`src/rtl/borrow_select_subtractor_seq.sv`:
```
// borrow_select_subtractor_seq
//   Multi-cycle borrow-select subtractor: diff = din_a - din_b - bin.
//   One SLICE-bit group is resolved per clock. Both borrow-in candidates of
//   the slice are formed every cycle and the registered borrow picks one.
// Ports
//   clk, rst_n         clock, synchronous active-low reset
//   start              request, accepted in IDLE or DONE
//   din_a, din_b, bin  operands, captured when start is accepted
//   busy               high while slices are being resolved
//   done               one-cycle pulse, result valid
//   diff, bout, ovf    difference, borrow-out, signed overflow (held)
module borrow_select_subtractor_seq #(
  parameter int WIDTH = 8,
  parameter int SLICE = 2
) (
  input  logic             clk,
  input  logic             rst_n,
  input  logic             start,
  input  logic [WIDTH-1:0] din_a,
  input  logic [WIDTH-1:0] din_b,
  input  logic             bin,
  output logic             busy,
  output logic             done,
  output logic [WIDTH-1:0] diff,
  output logic             bout,
  output logic             ovf
);
  localparam int NSL = WIDTH / SLICE;
  localparam int IW  = (NSL > 1) ? $clog2(NSL) : 1;

  typedef enum logic [1:0] {IDLE, CALC, DONE} state_t;

  state_t                        state_q, state_d;
  logic [IW-1:0]                 idx_q, idx_d;
  logic                          brw_q, brw_d;
  logic [NSL-1:0][SLICE-1:0]     a_q, a_d, b_q, b_d, diff_q, diff_d;
  logic                          bout_q, bout_d, ovf_q, ovf_d;

  logic [SLICE-1:0]              a_s, b_s;
  logic [SLICE:0]                d0, d1, sel;

  always_ff @(posedge clk) begin
    if (!rst_n) begin
      state_q <= IDLE;
      idx_q   <= '0;
      brw_q   <= 1'b0;
      a_q     <= '0;
      b_q     <= '0;
      diff_q  <= '0;
      bout_q  <= 1'b0;
      ovf_q   <= 1'b0;
    end else begin
      state_q <= state_d;
      idx_q   <= idx_d;
      brw_q   <= brw_d;
      a_q     <= a_d;
      b_q     <= b_d;
      diff_q  <= diff_d;
      bout_q  <= bout_d;
      ovf_q   <= ovf_d;
    end
  end

  always_comb begin
    state_d = state_q;
    idx_d   = idx_q;
    brw_d   = brw_q;
    a_d     = a_q;
    b_d     = b_q;
    diff_d  = diff_q;
    bout_d  = bout_q;
    ovf_d   = ovf_q;

    // Both candidates are SLICE+1 bits; the top bit is the slice borrow-out.
    a_s = a_q[idx_q];
    b_s = b_q[idx_q];
    d0  = {1'b0, a_s} - {1'b0, b_s};
    d1  = d0 - {{SLICE{1'b0}}, 1'b1};
    sel = brw_q ? d1 : d0;

    case (state_q)
      IDLE, DONE: begin
        if (start) begin
          a_d     = din_a;
          b_d     = din_b;
          brw_d   = bin;
          idx_d   = '0;
          state_d = CALC;
        end else begin
          state_d = IDLE;
        end
      end
      CALC: begin
        diff_d[idx_q] = sel[SLICE-1:0];
        brw_d         = sel[SLICE];
        idx_d         = idx_q + IW'(1);
        if (idx_q == IW'(NSL-1)) begin
          idx_d   = '0;
          state_d = DONE;
          bout_d  = sel[SLICE];
          // Top slice holds the MSB, so the new diff MSB is sel[SLICE-1].
          ovf_d   = (a_q[NSL-1][SLICE-1] != b_q[NSL-1][SLICE-1]) &&
                    (sel[SLICE-1] != a_q[NSL-1][SLICE-1]);
        end
      end
      default: state_d = IDLE;
    endcase
  end

  assign busy = (state_q == CALC);
  assign done = (state_q == DONE);
  assign diff = diff_q;
  assign bout = bout_q;
  assign ovf  = ovf_q;
endmodule
```
`config.mk`:
```
export PLATFORM = sky130hd
export DESIGN_NAME = borrow_select_subtractor_seq
export DESIGN_NICKNAME = d
export VERILOG_FILES = /design/src/rtl/borrow_select_subtractor_seq.sv
export SDC_FILE = /design/constraint.sdc
export NUM_CORES = 1
export LEC_CHECK = 0
export BUFFER_PORTS_ARGS = -buffer_cell sky130_fd_sc_hd__clkbuf_2
export CORE_ASPECT_RATIO = 0.75
export CORE_MARGIN = 2
export CORE_UTILIZATION = 41
export DETAILED_ROUTE_END_ITERATION = 6
export PLACE_DENSITY = 0.63
export SYNTH_ARGS = -nofsm -noshare
export SYNTH_HDL_FRONTEND = slang
export SYNTH_SLANG_ARGS = --single-unit
```
`constraint.sdc`:
```
create_clock -name clk -period 2.8 [get_ports clk]
set_input_delay 0.28 -clock clk [delete_from_list [all_inputs] [get_ports clk]]
set_output_delay 0.28 -clock clk [all_outputs]
set_load 0.02 [all_outputs]
```
==> impl_metrics.json, run 1 <==
{
  "die_area_um2": 3867,
  "clkTransAtPathRegs_ns": 0.06,
  "final_util_pct": 50.50,
  "drt_iter0_drc": 37,
  "first_global_vias": 1093,
  "drive_gt1_share_pct": 24.74,
  "seqCellArea_um2": 621.8,
  "skew_ns": 0.004641,
  "critPathSlowestCell": "mux4_2",
  "nNetsFinal": 216,
  "yosys.area.top_type": "dfxtp_1",
  "synth_fp_nets": 184,
  "tightest_slew_ns": 0.9579,
  "cts-buffers-inserted": 5,
  "relSlewSlack_pct": 36.01,
  "cpPeakStageDelay_ns": 0.52,
  "critPathCaptureType": "flip-flop",
  "root_buffer": "clkbuf_8",
  "startpoint": "idx_q[0]",
  "drc_errors": 0,
  "power.density_nw_per_um2": 579.0,
  "max_cap_viol_count": 0,
  "synth_top_cells_by_area": "dfxtp_1, nand2_1, a21oi_1",
  "ir_worst_vdd_mv": 0.3277,
  "min_period_ns": 2.601,
  "die_h_um": 54.36,
  "routedWlPerCell_um": 11.83,
  "synth_area_um2": 1386,
  "start_util_pct": 42.45,
  "multi_input_area_um2": 695.7,
  "syn_avg_cell_area_um2": 8.830,
  "synth_cells": 157,
  "clockBufferDepth": 2,
  "io_buffers": 31,
  "hpwl_mm": 2.074,
  "antenna_left": 0,
  "nFillCells": 300,
  "std_cell_rows": 18,
  "layout_common_cells": "nand2_1, clkbuf_2, dfxtp_1",
  "grt_max_degree": 29,
  "path_cells": "buf_4 > mux4_2 > fa_1 > ha_1 > mux2i_1 > buf_4 > or3b_1 > a31oi_1",
  "grtUsageTotal_pct": 15.80,
  "synth_top_area_share_pct": 44.77,
  "antenna-diode-count": 0,
  "worstSetupStartpointType": "flip-flop",
  "critical_path_required_ns": 3.01,
  "grt_setup_unrepaired": "no",
  "finalHoldViolations": 0,
  "grt_pass1_wl_mm": 4.650,
  "io_pins": 32,
  "p_leak_nw": 0.6777,
  "r2r_slack_ns": 0.20,
  "core_area_um2": 3266,
  "grt_antenna_before_repair": 0,
  "status": "finished clean",
  "cp_max_fo": 7,
  "yosysWarningCount": 0,
  "worstHoldStart": "din_b[2]",
  "cts_tree": "built",
  "vias_per_cell": 4.965,
  "worst-endpoint-arrival_ns": 2.81,
  "drt_pass1_iterations": 4,
  "overflow": 0,
  "drv_slew": 0,
  "critPathMostFrequentCell": "buf_4",
  "wl_mm": 2.722,
  "die_x_um": 71.15,
  "synth_cell_types": 27,
  "vias": 1142,
  "gp_congestion": 0.8313,
  "fmax_mhz": 384.5,
  "clk_latency_ns": 0.27,
  "timing.final.crit_share_pct": 92.88,
  "ys_seq_elements": 31,
  "cts-htree-levels": 2,
  "tns_ns": 0,
  "clock_sinks": 31,
  "hold_class": "primary input to flip-flop",
  "syn_to_final_growth_pct": 18.95,
  "finalSetupViolations": 0,
  "mostFrequentLayoutCell": "nand2_1",
  "rr_startpoint": "idx_q[0]",
  "critical_path_class": "flip-flop to flip-flop",
  "yosysSeqAreaShare_pct": 44.77
}
## worst max-delay path: cells and delay by family (launching register included)
kind,cells,cell delay (ns)
AOI/OAI and AO/OA,1,0.16
DFF,1,0.36
muxes,2,0.58
and+or+nand+nor,1,0.34
adders and majority gates,2,0.78
buffers and inverters,2,0.32
## where the power goes
part | internal, mW | switching, mW | total [mW]
Clock | 0.174 | 0.151 | 0.325
Sequential | 0.464 | 0.0174 | 0.481
Combinational | 0.0651 | 0.0831 | 0.148
Total | 0.703 | 0.252 | 0.955
## per-layer routing
| metal | track usage [%] | part of all wire, % |
|---|---|---|
| met1 | 18.69 | 49 |
| met4 | 7.547 | 1.3 |
| met2 | 26.23 | 44 |
| met3 | 5.525 | 5.4 |
| met5 | 0 | 0 |
## layout make-up
| cell class | count | area share (%) |
|---|---|---|
| inverters | 6 | 1.366 |
| repair buffers | 34 | 10.77 |
| flip-flops and latches | 31 | 37.71 |
| well taps | 40 | 3.035 |
| clock inverters | 1 | 0.3035 |
| multi-input cells | 111 | 42.19 |
| clock buffers | 7 | 4.628 |
## logic make-up after synthesis
family / synth area share, %
simple gates: 21.84
flops: 44.77
compound gates: 11.55
buf+inv: 5.054
mux: 8.665
fa+ha+maj: 6.859
xor+xnor: 1.264
## state kept, by name, indices dropped and copies added, names as in the netlist
name	cells
a_q	8
b_q	8
bout	1
brw_q	1
diff	8
idx_q	2
ovf	1
state_q	2
## worst paths after layout
check,end,cells past startpoint
setup reg to reg,ovf,8
hold / removal,b_q[2],3
hold reg to reg,b_q[6],2
setup / recovery,ovf,8
## per-stage QoR
stage,cell area (µm²),hold WS (ns),power [mW],std cells,setup WS [ns]
after floorplan,1386,0.4017,0.5912,157,0.1564
after global placement,1567,0.4453,0.6367,222,0.1911
after detailed placement,1567,0.4476,0.6404,222,0.1033
after CTS,1648,0.2183,0.9667,230,0.1125
after global routing,1649,0.2223,1.017,230,0.01843
final,1649,0.2195,0.9548,230,0.1994
## cells in the mapped netlist (all sizes together)
master and number:
xnor2 1, and2 2, and3b 2, a211oi 3, nor2b 2, a21oi 23
ha 6, mux2i 3, or3b 1, nor4b 1, nand3 7, nand3b 4
fa 1, a31oi 2, buf 4, nor2 4, clkbuf 5, mux4 4
inv 6, xor2 1, o21ai 2, dfxtp 31, nand2 40, nand2b 2
## repair_timing
| action | CTS | global route |
|---|---|---|
| setup endpoints to repair | 0 | 1 |
| hold buffers | 0 | 0 |
| buffers inserted | 0 | 0 |
| hold endpoints to repair | 0 | 0 |
| resized for setup | 0 | 1 |
Note: power is estimated with default switching activity, not from simulation.
==> run 2, diff against run 1 <==
--- a/config.mk
+++ b/config.mk
@@ -10,7 +10,7 @@
 export CORE_MARGIN = 2
 export CORE_UTILIZATION = 41
 export DETAILED_ROUTE_END_ITERATION = 6
-export PLACE_DENSITY = 0.63
+export PLACE_DENSITY = 0.6
 export SYNTH_ARGS = -nofsm -noshare
 export SYNTH_HDL_FRONTEND = slang
 export SYNTH_SLANG_ARGS = --single-unit
==> constraint.sdc (replaced) <==
create_clock -name clk -period 2.95 [get_ports clk]
set_input_delay 0.295 -clock clk [delete_from_list [all_inputs] [get_ports clk]]
set_output_delay 0.295 -clock clk [all_outputs]
set_load 0.02 [all_outputs]
==> run 2 against run 1 <==
Compared with the run above: routed wire length rose by 5.6%; global-route usage is 1.1 points higher; register-to-register slack better by 0.02 ns; sequential share of layout area is 0.22 points lower; critical path depth is 1 lower; final area grew 0.38%; worst setup slack improved by 0.018 ns; clock power rose by 12%; sequential power down 4.8%; first-iteration DRC count stayed put; largest cell class unchanged; largest power group unchanged; highest routed layer unchanged.
==> impl_metrics.json, run 2 (synthesis results as in run 1) <==
{
  "nFillCells": 325,
  "worst-endpoint-arrival_ns": 2.94,
  "core_area_um2": 3266,
  "finalWorstSetupSlack_ns": 0.2175,
  "grt_pass1_wl_mm": 4.850,
  "grt_antenna_before_repair": 0,
  "whs_path_depth": 3,
  "tns_ns": 0,
  "drive_gt1_share_pct": 24.47,
  "ir_worst_vdd_mv": 0.2934,
  "critPathCaptureType": "flip-flop",
  "clock_sinks": 31,
  "cts_tree": "built",
  "crit_end": "ovf",
  "io_pins": 32,
  "final_util_pct": 50.69,
  "vias": 1138,
  "p_leak_nw": 0.6778,
  "drt_pass1_iterations": 4,
  "grt_setup_unrepaired": "no",
  "tightest_slew_ns": 1.050,
  "r2r_slack_ns": 0.22,
  "start_util_pct": 42.45,
  "pwr-share-clk_pct": 37.9,
  "skew_ns": 0.001663,
  "clockBufferDepth": 2,
  "antenna_left": 0,
  "routedWlPerCell_um": 12.61,
  "rr_worst_depth": 7,
  "power_switching_mw": 0.2522,
  "dp_slack_ns": 0.1545,
  "hold_class": "primary input to flip-flop",
  "power.density_nw_per_um2": 582.3,
  "status": "finished clean",
  "cpPeakStageDelay_ns": 0.54,
  "fmax_mhz": 366.0,
  "overflow": 0,
  "cts-htree-levels": 2,
  "die_x_um": 71.15,
  "mostFrequentLayoutCell": "nand2_1",
  "worstSetupStartpointType": "flip-flop",
  "relSlewSlack_pct": 29.86,
  "grtUsageTotal_pct": 16.86,
  "drv_slew": 0,
  "finalHoldViolations": 0,
  "place_area_um2": 1551,
  "syn_to_final_growth_pct": 19.40,
  "path_cells": "mux4_2 > ha_1 > fa_1 > ha_1 > mux2i_2 > or3b_1 > a31oi_1",
  "vias_per_cell": 4.991,
  "layout_common_cells": "nand2_1, dfxtp_1, clkbuf_2",
  "drt_iter0_drc": 37,
  "power_frac_seq_pct": 47.5,
  "antenna-diode-count": 0,
  "wl_mm": 2.875,
  "std_cell_rows": 18,
  "p_int_mw": 0.7117,
  "swShare_pct": 26.17,
  "critPathSlowestCell": "mux4_2",
  "cts-buffers-inserted": 5,
  "startpoint": "idx_q[0]",
  "rr_startpoint": "idx_q[0]",
  "hpwl_mm": 2.064,
  "combPwrFrac_pct": 14.6,
  "io_buffers": 31,
  "holdBufCountCts": 0,
  "critical_path_required_ns": 3.16,
  "whs_ns": 0.2266,
  "worstReg2RegEnd": "ovf",
  "post-route-cell-area_um2": 1655,
  "critical_path_class": "flip-flop to flip-flop",
  "first_global_vias": 1057,
  "clk_latency_ns": 0.28,
  "finalSetupViolations": 0,
  "timing.final.crit_share_pct": 92.63,
  "max_cap_viol_count": 0,
  "drc_errors": 0,
  "die_h_um": 54.36,
  "postCtsResizedCells": 0,
  "gp_congestion": 0.7485,
  "grt_max_degree": 29,
  "critPathMostFrequentCell": "ha_1",
  "clkTransAtPathRegs_ns": 0.06,
  "root_buffer": "clkbuf_8",
  "nNetsFinal": 214,
  "die_area_um2": 3867,
  "cp_max_fo": 6,
  "min_period_ns": 2.733,
  "post-cts-setup-buffers": 0
}
-- run 2: how the worst min path moves through the flow --
stage | start | end | slack (ns)
floorplan | rst_n | state_q[0] | 0.42
global placement | diff[2] | diff[2] | 0.44
detailed placement | diff[3] | diff[3] | 0.45
CTS | din_b[3] | b_q[3] | 0.22
global route | din_b[3] | b_q[3] | 0.22
finish | din_a[7] | a_q[7] | 0.23
-- run 2: through the flow --
| stage | instances | power (mW) |
|---|---|---|
| finish | 228 | 0.9639 |
| global route | 228 | 1.017 |
| CTS | 228 | 0.9676 |
| detailed placement | 220 | 0.6029 |
| global placement | 220 | 0.5987 |
| floorplan | 157 | 0.5612 |
-- run 2: area by class of cell --
type                       instances  area, µm²  area share, %
timing repair buffer              32      162.7          9.826
multi-input combinational        111      699.4          42.25
sequential                        31      620.6          37.49
clock buffer                       8      100.1          6.047
inverter                           6      22.52          1.361
tap                               40      50.05          3.023
-- run 2: power by group through the flow --
stage	Combinational, mW	Clock, mW	Sequential (mW)
floorplan	0.0982	0	0.463
global placement	0.132	0	0.467
detailed placement	0.136	0	0.467
CTS	0.137	0.373	0.458
global route	0.160	0.395	0.461
finish	0.141	0.365	0.458
-- run 2: critical path: cells and delay by family (launching register included) --
| kind | cells | cell delay (ns) |
|---|---|---|
| fa+ha+maj | 3 | 1.00 |
| mux | 2 | 0.66 |
| flops | 1 | 0.46 |
| simple gates | 1 | 0.36 |
| compound gates | 1 | 0.17 |
-- run 2: routing by layer --
layer / GRT usage [%] / vias up / wire length, µm
li1: - / 590 / -
met1: 22.55 / 524 / 1475
met2: 24.38 / 20 / 1216
met3: 7.366 / 4 / 152
met4: 5.660 / 0 / 31
met5: 0 / - / 0
